File: config.mk
export PLATFORM = sky130hd
export DESIGN_NAME = memcmddecode
export DESIGN_NICKNAME = d
export VERILOG_FILES = /design/src/rtl/memcmddecode.sv
export SDC_FILE = /design/constraint.sdc
export NUM_CORES = 1
export LEC_CHECK = 0
export ABC_AREA = 1
export BUFFER_PORTS_ARGS = -buffer_cell sky130_fd_sc_hd__buf_2
export CAP_MARGIN = 30
export CORE_MARGIN = 10
export CORE_UTILIZATION = 48
export CTS_CLUSTER_SIZE = 14
export DETAILED_ROUTE_END_ITERATION = 10
export GPL_ROUTABILITY_DRIVEN = 0
export PLACE_DENSITY = 0.75
export RECOVER_POWER = 50
export REMOVE_ABC_BUFFERS = 1
export SYNTH_ARGS = -nofsm -noshare
export SYNTH_HDL_FRONTEND = slang
export SYNTH_SLANG_ARGS = --single-unit
File: constraint.sdc
create_clock -name clk -period 1.6 [get_ports clk]
set_input_delay 0 -clock clk [delete_from_list [all_inputs] [get_ports clk]]
set_output_delay 0 -clock clk [all_outputs]
set_load 0.05 [all_outputs]
File: src/rtl/memcmddecode.sv
// DRAM command pin decoder: turns sampled pins into registered command strobes,
// tracks CKE and low-power mode, and holds column commands until the timing FSM takes them.
module memcmddecode #(
  parameter int HOLD_MAX = 32
) (
  input  logic       clk,
  input  logic       rst,
  input  logic       cke,
  input  logic       cs_n,
  input  logic       act_n,
  input  logic       ras_n,
  input  logic       cas_n,
  input  logic       we_n,
  input  logic       a10,
  input  logic       cfg_req,
  input  logic [4:0] stateout,
  output logic       ACT,
  output logic       BST,
  output logic       CFG,
  output logic       MRR,
  output logic       MRW,
  output logic       PR,
  output logic       PRA,
  output logic       REF,
  output logic       SRF,
  output logic       PD,
  output logic       PDX,
  output logic       DPD,
  output logic       DPDX,
  output logic       RD,
  output logic       RDA,
  output logic       WR,
  output logic       WRA,
  output logic       CKEH,
  output logic       CKEL,
  output logic       cmd_err,
  output logic [1:0] lpmode
);

  typedef enum logic [1:0] {LP_NONE = 2'd0, LP_PDN = 2'd1, LP_DPDN = 2'd2, LP_SREF = 2'd3} lp_t;
  typedef enum logic [1:0] {COL_RD = 2'd0, COL_RDA = 2'd1, COL_WR = 2'd2, COL_WRA = 2'd3} col_t;

  localparam logic [4:0] ST_IDLE = 5'h00, ST_ACTIVE = 5'h03, ST_PRE = 5'h0A, ST_READ = 5'h0B,
                         ST_READ_AP = 5'h0C, ST_WRITE = 5'h12, ST_WRITE_AP = 5'h13;
  localparam logic [7:0] HOLD_LAST = 8'(HOLD_MAX - 1);

  localparam int P_ACT = 0, P_BST = 1, P_CFG = 2, P_MRR = 3, P_MRW = 4, P_PR = 5, P_PRA = 6,
                 P_REF = 7, P_SRF = 8, P_PD = 9, P_PDX = 10, P_DPD = 11, P_DPDX = 12,
                 P_CKEH = 13, P_ERR = 14, NP = 15;

  logic          cke_q;
  lp_t           lp_reg, lp_next;
  logic          pend_valid_reg, pend_valid_next;
  col_t          pend_cmd_reg, pend_cmd_next;
  logic [7:0]    hold_reg, hold_next;
  logic [NP-1:0] pulse_reg, pulse_next;
  logic [4:0]    target;
  logic [2:0]    rcw;
  logic          in_idle, col_ok, normal, entry, wake;

  assign rcw     = {ras_n, cas_n, we_n};
  assign in_idle = (stateout == ST_IDLE);
  assign col_ok  = (stateout == ST_ACTIVE) || (stateout == ST_READ) || (stateout == ST_WRITE);
  assign normal  = cke_q && cke && !cs_n && (lp_reg == LP_NONE);
  assign entry   = cke_q && !cke && (lp_reg == LP_NONE);
  assign wake    = !cke_q && cke;

  always_comb begin
    pulse_next      = '0;
    lp_next         = lp_reg;
    pend_valid_next = pend_valid_reg;
    pend_cmd_next   = pend_cmd_reg;
    hold_next       = hold_reg;
    target          = ST_READ;
    case (pend_cmd_reg)
      COL_RD:  target = ST_READ;
      COL_RDA: target = ST_READ_AP;
      COL_WR:  target = ST_WRITE;
      default: target = ST_WRITE_AP;
    endcase

    pulse_next[P_CFG] = cfg_req;

    // Acceptance beats abort, abort beats timeout.
    if (pend_valid_reg) begin
      if (stateout == target) begin
        pend_valid_next = 1'b0;
      end else if (stateout == ST_PRE || in_idle) begin
        pend_valid_next   = 1'b0;
        pulse_next[P_ERR] = 1'b1;
      end else if (hold_reg == HOLD_LAST) begin
        pend_valid_next   = 1'b0;
        pulse_next[P_ERR] = 1'b1;
      end else if (hold_reg != 8'hFF) begin
        hold_next = hold_reg + 8'd1;
      end
    end

    if (normal) begin
      if (!act_n) begin
        if (in_idle) pulse_next[P_ACT] = 1'b1;
        else         pulse_next[P_ERR] = 1'b1;
      end else begin
        case (rcw)
          3'b000: if (in_idle) pulse_next[P_MRW] = 1'b1; else pulse_next[P_ERR] = 1'b1;
          3'b001: if (in_idle) pulse_next[P_REF] = 1'b1; else pulse_next[P_ERR] = 1'b1;
          3'b010: if (a10) pulse_next[P_PRA] = 1'b1; else pulse_next[P_PR] = 1'b1;
          3'b011: pulse_next[P_BST] = 1'b1;
          3'b100, 3'b101: begin
            if (col_ok) begin
              pend_valid_next = 1'b1;
              hold_next       = 8'd0;
              if (rcw[0]) pend_cmd_next = a10 ? COL_RDA : COL_RD;
              else        pend_cmd_next = a10 ? COL_WRA : COL_WR;
            end else begin
              pulse_next[P_ERR] = 1'b1;
            end
          end
          3'b110: if (in_idle) pulse_next[P_MRR] = 1'b1; else pulse_next[P_ERR] = 1'b1;
          default: ;
        endcase
      end
    end

    if (entry) begin
      if (!cs_n && act_n && rcw == 3'b001) begin
        if (in_idle) begin
          pulse_next[P_SRF] = 1'b1;
          lp_next           = LP_SREF;
        end else begin
          pulse_next[P_ERR] = 1'b1;
        end
      end else if (!cs_n && act_n && rcw == 3'b110) begin
        if (in_idle) begin
          pulse_next[P_DPD] = 1'b1;
          lp_next           = LP_DPDN;
        end else begin
          pulse_next[P_ERR] = 1'b1;
        end
      end else begin
        pulse_next[P_PD] = 1'b1;
        lp_next          = LP_PDN;
      end
    end

    if (wake) begin
      pulse_next[P_CKEH] = 1'b1;
      pulse_next[P_PDX]  = (lp_reg == LP_PDN);
      pulse_next[P_DPDX] = (lp_reg == LP_DPDN);
      lp_next            = LP_NONE;
    end
  end

  always_ff @(posedge clk or negedge rst) begin
    if (!rst) begin
      cke_q          <= 1'b0;
      lp_reg         <= LP_NONE;
      pend_valid_reg <= 1'b0;
      pend_cmd_reg   <= COL_RD;
      hold_reg       <= 8'd0;
      pulse_reg      <= '0;
    end else begin
      cke_q          <= cke;
      lp_reg         <= lp_next;
      pend_valid_reg <= pend_valid_next;
      pend_cmd_reg   <= pend_cmd_next;
      hold_reg       <= hold_next;
      pulse_reg      <= pulse_next;
    end
  end

  assign ACT     = pulse_reg[P_ACT];
  assign BST     = pulse_reg[P_BST];
  assign CFG     = pulse_reg[P_CFG];
  assign MRR     = pulse_reg[P_MRR];
  assign MRW     = pulse_reg[P_MRW];
  assign PR      = pulse_reg[P_PR];
  assign PRA     = pulse_reg[P_PRA];
  assign REF     = pulse_reg[P_REF];
  assign SRF     = pulse_reg[P_SRF];
  assign PD      = pulse_reg[P_PD];
  assign PDX     = pulse_reg[P_PDX];
  assign DPD     = pulse_reg[P_DPD];
  assign DPDX    = pulse_reg[P_DPDX];
  assign CKEH    = pulse_reg[P_CKEH];
  assign cmd_err = pulse_reg[P_ERR];
  assign CKEL    = !cke_q;
  assign lpmode  = lp_reg;
  assign RD      = pend_valid_reg && (pend_cmd_reg == COL_RD);
  assign RDA     = pend_valid_reg && (pend_cmd_reg == COL_RDA);
  assign WR      = pend_valid_reg && (pend_cmd_reg == COL_WR);
  assign WRA     = pend_valid_reg && (pend_cmd_reg == COL_WRA);

endmodule

# Yosys cells after proc, flatten, opt, wreduce, memory -nomap -nowiden
# Cells that the tools add are included.
# classes
n_addsub	1
n_eq_ne	20
mux	62
n_reduce_logical	28
# ops
cell	count
two-way mux 8 bit	9
two-way mux 1 bit	38
two-way mux 2 bit	11
case mux 5 bit (3 select lines)	1
logical AND 1 bit	13
equality test 5 x 4 -> 1 bit, second input constant	2
two-way mux 5 bit	2
equality test 3 bit, second input constant	3
adder 8 x 1 -> 8 bit, second input constant	1
equality test 8 x 5 -> 1 bit, second input constant	1
inequality test 8 bit, second input constant	1
equality test 2 bit, second input constant	3
equality test 3 x 2 -> 1 bit, second input constant	2
inequality test 3 bit, second input constant	2
equality test 5 x 2 -> 1 bit, second input constant	1
equality test 5 bit	1
equality test 5 bit, second input constant	1
logical NOT 5 bit	1
equality test 2 x 1 -> 1 bit, second input constant	2
logical NOT 2 bit	2
AND reduction 4 bit	1
equality test 3 x 1 -> 1 bit, second input constant	1
logical NOT 1 bit	3
logical NOT 3 bit	1
6 further kinds	8
# totals
reg_bits	29
inputBits	15
out_inout_bits	22
elab_cells	117

# Longest topological paths before layout
# Gate-level depths: netlist (run 1).
# logic_depth
depth_word	13
mapped_depth	14
mapped_depth_nobuf	14

# Worst setup path before layout (run 1)
# Ideal clock, no wire load.
# synth_path
path_type	reg-to-reg
startpoint	register pend_cmd_reg[0]
endpoint	register hold_reg[4]
setup_ns	0.121
arrival_ns	1.446
required_time_ns	1.479
path_slack_ns	0.033
path_stages_with_launch	10
path_buffers	0
period_less_slack_ns	1.567
cell_sequence	dfrtp_1 > inv_1 > ha_1 > xnor2_1 > nor2_1 > nand3_2 > nand2_1 > inv_1 > o21ai_0 > nor2_1
# synth_between
elab_chain_cells	9
word_cells_on_any_way	11
cone_classes	eq/ne: 3; mux: 7; reduce/logical: 1
# synth_rtl
item	line_no	source
from (decl)	54	col_t pend_cmd_reg, pend_cmd_next;
from (signal assigned)	166	pend_cmd_reg <= pend_cmd_next;
equality test 2 bit (tied with other cells)	75	case (pend_cmd_reg)
case mux 5 bit (3 select lines) *	75	
equality test 5 bit *	86	if (stateout == target) begin
two-way mux 8 bit *	86	
two-way mux 8 bit *	85	if (pend_valid_reg) begin
two-way mux 8 bit	110	if (col_ok) begin
two-way mux 8 bit	104	case (rcw)
two-way mux 8 bit	100	if (!act_n) begin
two-way mux 8 bit *	99	if (normal) begin
net hold_next[4]	55	logic [7:0] hold_reg, hold_next;
to (signal assigned)	167	hold_reg <= hold_next;
to (decl)	55	
# Mark *: on every way through the listed nets, which the timed path passes. The rest lies on a longest branch.
# A chain may end at the register's enable or synchronous reset.

# Worst setup path after layout (run 1)
# layout_path
startpoint	register pend_cmd_reg[1]
endpoint	register hold_reg[1]
# The elaborated chain is that of the path after synthesis.

==> flow_summary_export.csv, run 1 <==
group,metric,value,unit
status,status,"complete, but fails checks",
status,violations,"setup timing",
cells_and_area,area_growth,34.3,%
worst_hold_path,min_path_cells,6,
route,first_pass_iters,4,
setup_path,cp.arrival,1.95,ns
cts,cts_buffers,5,
global_routing,track_usage,13.9,%
die,dieArea,6320,sq um
route,drc,0,
global_routing,grt_pass1_vias,1598,
timing,max_freq,582,MHz
timing,fin_crit,1.72,ns
die,core_area,3390,sq um
setup_path,rr_worst_depth,13,
die,die_height,79.5,um
cts,clockBufferDepth,2,
yosys,yosys.area.top_type_share,42.7,%
setup_path,cp-startpoint,"pend_cmd_reg[1]$_DFFE_PN0P_",
yosys,synth_compound_area_share,6.92,%
setup_path,worstPathRequired,1.83,ns
timing,setup_viol,9,
setup_path,r2r_slack,-0.12,ns
timing,slew_violations,0,
timing,finalClockSkew,0.0146,ns
yosys,ys_types,28,
route,drtAntennaViolNets,0,
die,rows,21,
setup_path,timing.rr.end,"hold_reg[1]$_DFF_PN0_",
cells_and_area,n_fill_cell,278,
timing,rsz0062_at_grt,"true",
cts,clk_latency,0.33,ns
yosys,synth.cell_area,1700,sq um
timing,worstMarginPinSlew,0.739,ns
yosys,ys_ff_latch,29,
place,pre_cts_ws,-0.139,ns
power,irDropWorstVdd,0.634,mV
cells_and_area,diodes,0,
cts,ctsRootBufferMaster,"clkbuf_4",
place,dpl.hpwl,2.94,mm
setup_path,crit_fanout,5,
power,p_leak,0.00122,uW
yosys,yosysSeqAreaShare,42.7,%
cells_and_area,largest_reg_flops,15,
place,port_buffers,36,
cells_and_area,multiInputGateArea,907,sq um
yosys,synth.avg_cell_area,7.52,sq um
yosys,synth-simple-area-share,34.3,%
setup_path,cp-start-kind,"register",
cts,cts_tree,"built",
global_routing,antenna_found_initial,0,
die,ioPinCount,37,
cts,htreeDepth,2,
timing,setup_ws,-0.118,ns
cells_and_area,nNetsFinal,308,
global_routing,grt_max_degree,30,
route,wl_per_cell,13.3,um
yosys,synth_xor_area_share,1.03,%
timing,maxSlewHeadroom,50.7,%
setup_path,r2r_start,"pend_cmd_reg[1]$_DFFE_PN0P_",
die,die_w,79.5,um
timing,finalSetupTns,-0.758,ns
yosys,synth_adder_area_share,5.15,%
route,wl,4.44,mm
timing,period_share,107,%
place,dpl-instance-area,1970,sq um
route,vias,1635,
route,viasPerCell,4.91,
die,start_util,50.2,%
job,cap_violations,0,
worst_hold_path,hold_class,"in2reg",
setup_path,crit_type,"reg2reg",
setup_path,cp-end-kind,"register",
global_routing,grt-ovfl-total,0,
yosys,yosysTopAreaCell,"dfrtp_1",
yosys,synth.area.mux_share,0,%
yosys,synth_top_family_by_area,"simple AND/OR/NAND/NOR gates",
worst_hold_path,holdPathEnd,"pulse_reg[0]$_DFF_PN0_",
yosys,synth_area_leaders,"dfrtp_1, nand2_1, inv_1",
yosys,syn_inst,226,
yosys,yosysWarnings,0,
cells_and_area,finalInstanceArea,2280,sq um
global_routing,grt_pass1_wl,7.12,mm
worst_hold_path,min_from,"stateout[4]",
power,power.density,1030,nW/um^2
route,drt_iter0_drc,114,
cells_and_area,drive_above_1_share,30.0,%
cts,cts_sinks,29,
timing,hold_violations,0,
cells_and_area,regArea,727,sq um
cts,path_clk_slew,0.10,ns
-- routing by layer --
layer  routed length (um)  GRT usage, %  vias up
met3                  253          4.73        7
met5                    0             0        -
met2                 2330          24.4       48
met4                   78          5.73        0
li1                     -             -      826
met1                 1780          14.8      754
-- synthesized netlist by cell type, drive strengths merged --
master / n
a21oi: 5
nand2: 50
o21bai: 2
nand3b: 2
buf: 1
nand4: 3
nor2: 36
or2: 1
o21ai: 11
ha: 7
nand3: 22
a31oi: 1
dfrtp: 29
xnor2: 2
inv: 43
nor3: 9
o221ai: 1
nor4: 1
-- cells by family (layout without fill, tap and decap cells) --
family / count (synthesis) / after routing
XOR/XNOR: 2 / 2
AO/OA/AOI/OAI: 20 / 20
flip-flops: 29 / 29
AND/OR/NAND/NOR: 124 / 124
buffers and inverters: 44 / 105
adder cells (fa/ha/maj): 7 / 7
-- critical path: stages (launching register included) --
cell and delay [ns]:
dfrtp_1 0.44, inv_2 0.14, ha_1 0.20, inv_1 0.05, nand2_1 0.05, nand2_1 0.08, nor2_4 0.16, nand3_4 0.15
nand2_4 0.12, inv_4 0.04, nand2_4 0.06, nand2_1 0.05, nand2_1 0.05, nor2_1 0.04
-- power by group --
part | switching, uW | leakage [uW] | internal, uW | total [uW]
sequential | 138 | 0.000366 | 844 | 982
combinational | 445 | 0.000804 | 296 | 740
clock | 257 | 0.0000455 | 373 | 630
-- what timing repair did --
action / CTS / global route
resized for setup: 11 / 22
setup endpoints to repair: 8 / 11
pin swaps: 4 / 13
buffers inserted: 3 / 1
endpoints found under the hold margin: 43 / 0
hold buffers: 9 / 0
-- area by class of cell --
type,instances,share of cell area (%)
well taps,46,2.52
repair buffers,54,14.8
flip-flops and latches,29,31.8
inverters,43,7.40
multi-input cells,153,39.7
clock buffers,7,2.41
clock inverters,1,1.32
-- cell usage in the layout (no fill, tap or decap), drive strengths merged --
| master | synthesis | final |
|---|---|---|
| bufinv | 0 | 1 |
| dfrtp | 29 | 29 |
| nand4 | 3 | 3 |
| xnor2 | 2 | 2 |
| clkbuf | 0 | 11 |
| buf | 1 | 41 |
| ha | 7 | 7 |
| dlygate4sd3 | 0 | 9 |
| a21oi | 5 | 5 |
| nand2 | 50 | 50 |
| nor4 | 1 | 1 |
| nand3b | 2 | 2 |
| a31oi | 1 | 1 |
| or2 | 1 | 1 |
| inv | 43 | 43 |
| o21ai | 11 | 11 |
| nor2 | 36 | 36 |
| o221ai | 1 | 1 |
| nand3 | 22 | 22 |
| o21bai | 2 | 2 |
| nor3 | 9 | 9 |
-- how the worst max path moves through the flow --
stage          slack, ns                    end
2_1_floorplan       0.03  hold_reg[4]$_DFF_PN0_
3_3_place_gp       -0.03  hold_reg[4]$_DFF_PN0_
3_5_place_dp       -0.14  hold_reg[5]$_DFF_PN0_
4_1_cts            -0.05  hold_reg[1]$_DFF_PN0_
5_1_grt            -0.20  hold_reg[7]$_DFF_PN0_
6_report           -0.12  hold_reg[1]$_DFF_PN0_
-- metrics by stage --
step,hold slack [ns],utilization (%),std cells,power (uW)
finish,0.177,67.4,333,2350
global route,0.198,67.4,333,2510
CTS,0.150,64.8,332,2300
detailed placement,0.0758,58.1,312,1620
global placement,0.0669,58.1,312,1610
floorplan,-0.296,-,225,1430
No activity file was read; power rests on OpenSTA's default activity.
==> inputs of run 2 (changes only) <==
--- a/config.mk
+++ b/config.mk
@@ -8,6 +8,7 @@
 export ABC_AREA = 1
 export BUFFER_PORTS_ARGS = -buffer_cell sky130_fd_sc_hd__buf_2
 export CAP_MARGIN = 30
+export CORE_ASPECT_RATIO = 0.6
 export CORE_MARGIN = 10
 export CORE_UTILIZATION = 48
 export CTS_CLUSTER_SIZE = 14
==> flow_summary_export.csv, run 2 (synthesized netlist as in run 1, its figures left out) <==
group,metric,value,unit
cells_and_area,multiInputGateArea,900,sq um
route,drc,0,
timing,finalSetupTns,-0.141,ns
timing,hold_violations,0,
cts,cts_tree,"built",
setup_path,timing.rr.end,"hold_reg[0]$_DFF_PN0_",
power,p_seq_share,42.4,%
timing,slew_violations,0,
power,irDropWorstVdd,1.01,mV
cells_and_area,nNetsFinal,310,
route,wl_per_cell,13.8,um
power,power.density,1010,nW/um^2
status,status,"complete, but fails checks",
route,first_pass_iters,4,
worst_hold_path,hold_class,"in2reg",
cts,clockBufferDepth,2,
timing,max_freq,611,MHz
die,dieArea,6400,sq um
cts,cts_sinks,29,
worst_hold_path,min_path_cells,3,
cells_and_area,largest_reg_flops,15,
setup_path,crit_type,"reg2reg",
power,p_clk_share,25.5,%
cells_and_area,regArea,726,sq um
power,p_comb_share,32.1,%
cells_and_area,final_cell_mix,"nand2_1, inv_1, buf_2",
die,core_area,3320,sq um
timing,maxSlewHeadroom,52.5,%
power,power,2300,uW
die,start_util,51.2,%
die,ioPinCount,37,
setup_path,r2r_slack,-0.04,ns
global_routing,grt-ovfl-total,0,
power,p_sw,821,uW
cts,path_clk_slew,0.06,ns
die,die_w,96.8,um
setup_path,rr_worst_depth,13,
route,drt_iter0_drc,121,
setup_path,cp.arrival,1.80,ns
timing,period_share,102,%
power,intPower,1480,uW
setup_path,crit_fanout,5,
route,viasPerCell,4.89,
die,die_height,66.1,um
die,rows,16,
cts,ctsRootBufferMaster,"clkbuf_8",
timing,rsz0062_at_grt,"true",
setup_path,cp-end-kind,"register",
worst_hold_path,min_from,"cas_n",
timing,setup_ws,-0.0372,ns
cts,cts_buffers,5,
cells_and_area,n_fill_cell,280,
place,dpl.hpwl,3.37,mm
cells_and_area,drive_above_1_share,30.2,%
route,drtAntennaViolNets,0,
setup_path,worstPathRequired,1.77,ns
place,port_buffers,36,
global_routing,grt_pass1_vias,1501,
global_routing,track_usage,13.6,%
worst_hold_path,holdPathEnd,"pulse_reg[6]$_DFF_PN0_",
timing,fin_crit,1.64,ns
global_routing,grt_max_degree,30,
status,violations,"setup timing",
route,vias,1628,
global_routing,grt_pass1_wl,7.04,mm
route,wl,4.58,mm
cts,htreeDepth,2,
power,swShare,35.7,%
timing,setup_viol,7,
setup_path,cp-start-kind,"register",
power,p_leak,0.00122,uW
cts,clk_latency,0.27,ns
cells_and_area,layout_commonest_cell,"nand2_1",
setup_path,r2r_start,"pend_cmd_reg[0]$_DFFE_PN0P_",
global_routing,antenna_found_initial,0,
timing,finalClockSkew,0.00492,ns
cells_and_area,diodes,0,
job,cap_violations,0,
cells_and_area,area_growth,34.2,%
timing,worstMarginPinSlew,0.713,ns
-- run 2: cell count changes in the layout (fill, tap and decap cells not counted), sizes merged --
cell         previous run  this run
bufinv                  1         0
buf                    41        45
dlygate4sd3             9         6
clkbuf                 11        12
-- run 2: how the worst max path moves through the flow --
stage / from / end / cells after the start / slack, ns
floorplan: pend_cmd_reg[0]$_DFFE_PN0P_ / hold_reg[4]$_DFF_PN0_ / 9 / 0.03
global placement: pend_cmd_reg[0]$_DFFE_PN0P_ / hold_reg[1]$_DFF_PN0_ / 12 / -0.06
detailed placement: pend_cmd_reg[0]$_DFFE_PN0P_ / hold_reg[4]$_DFF_PN0_ / 10 / -0.15
CTS: pend_cmd_reg[1]$_DFFE_PN0P_ / hold_reg[0]$_DFF_PN0_ / 13 / -0.07
global route: pend_cmd_reg[0]$_DFFE_PN0P_ / hold_reg[3]$_DFF_PN0_ / 11 / -0.17
finish: pend_cmd_reg[0]$_DFFE_PN0P_ / hold_reg[0]$_DFF_PN0_ / 13 / -0.04
-- run 2: per-stage QoR --
step | std cells | setup slack (ns) | util (%) | instance area [sq um] | hold WS, ns
3_3_place_gp | 314 | -0.0590 | 59.9 | 1990 | 0.0625
5_1_grt | 333 | -0.167 | 68.7 | 2280 | 0.0488
6_report | 333 | -0.0372 | 68.7 | 2280 | 0.0497
4_1_cts | 330 | -0.0652 | 66.0 | 2190 | 0.0230
2_1_floorplan | 225 | 0.0333 | - | 1690 | -0.296
3_5_place_dp | 314 | -0.146 | 59.9 | 1990 | 0.0615
-- run 2: area by class of cell --
type | count | area share [%]
multi-input combinational | 153 | 39.4
inverter | 43 | 7.29
tap | 45 | 2.47
clock buffer | 7 | 3.78
timing repair buffer | 56 | 15.2
sequential | 29 | 31.8
-- run 2: repair_timing --
action                                  in CTS  in global routing
setup buffers                                3                  3
endpoints found under the setup margin       9                 10
hold buffers                                 6                  0
pin swaps                                    4                  9
endpoints found under the hold margin       36                  0
resized for setup                           11                 19
-- run 2: per-layer routing --
| metal | GRT usage (%) | part of all wire, % |
|---|---|---|
| met1 | 18.5 | 49 |
| met2 | 18.8 | 40 |
| met3 | 5.64 | 9.1 |
| met4 | 4.95 | 1.7 |
| met5 | 0 | 0 |
-- run 2: critical path: stages, from the launching register on --
cell     delay [ns]
dfrtp_1        0.42
buf_6          0.15
ha_4           0.15
inv_2          0.04
nand2_1        0.06
nand2_1        0.08
nor2_2         0.15
nand3_4        0.13
nand2_4        0.10
inv_4          0.04
nand2_4        0.05
nand2_1        0.06
inv_1          0.05
nor2_1         0.04
-- run 2: power groups by stage --
stage,Sequential [uW],Clock (uW),Combinational [uW]
2_1_floorplan,1000,0,432
3_3_place_gp,979,0,644
3_5_place_dp,976,0,659
4_1_cts,967,603,690
5_1_grt,989,635,815
6_report,974,587,738
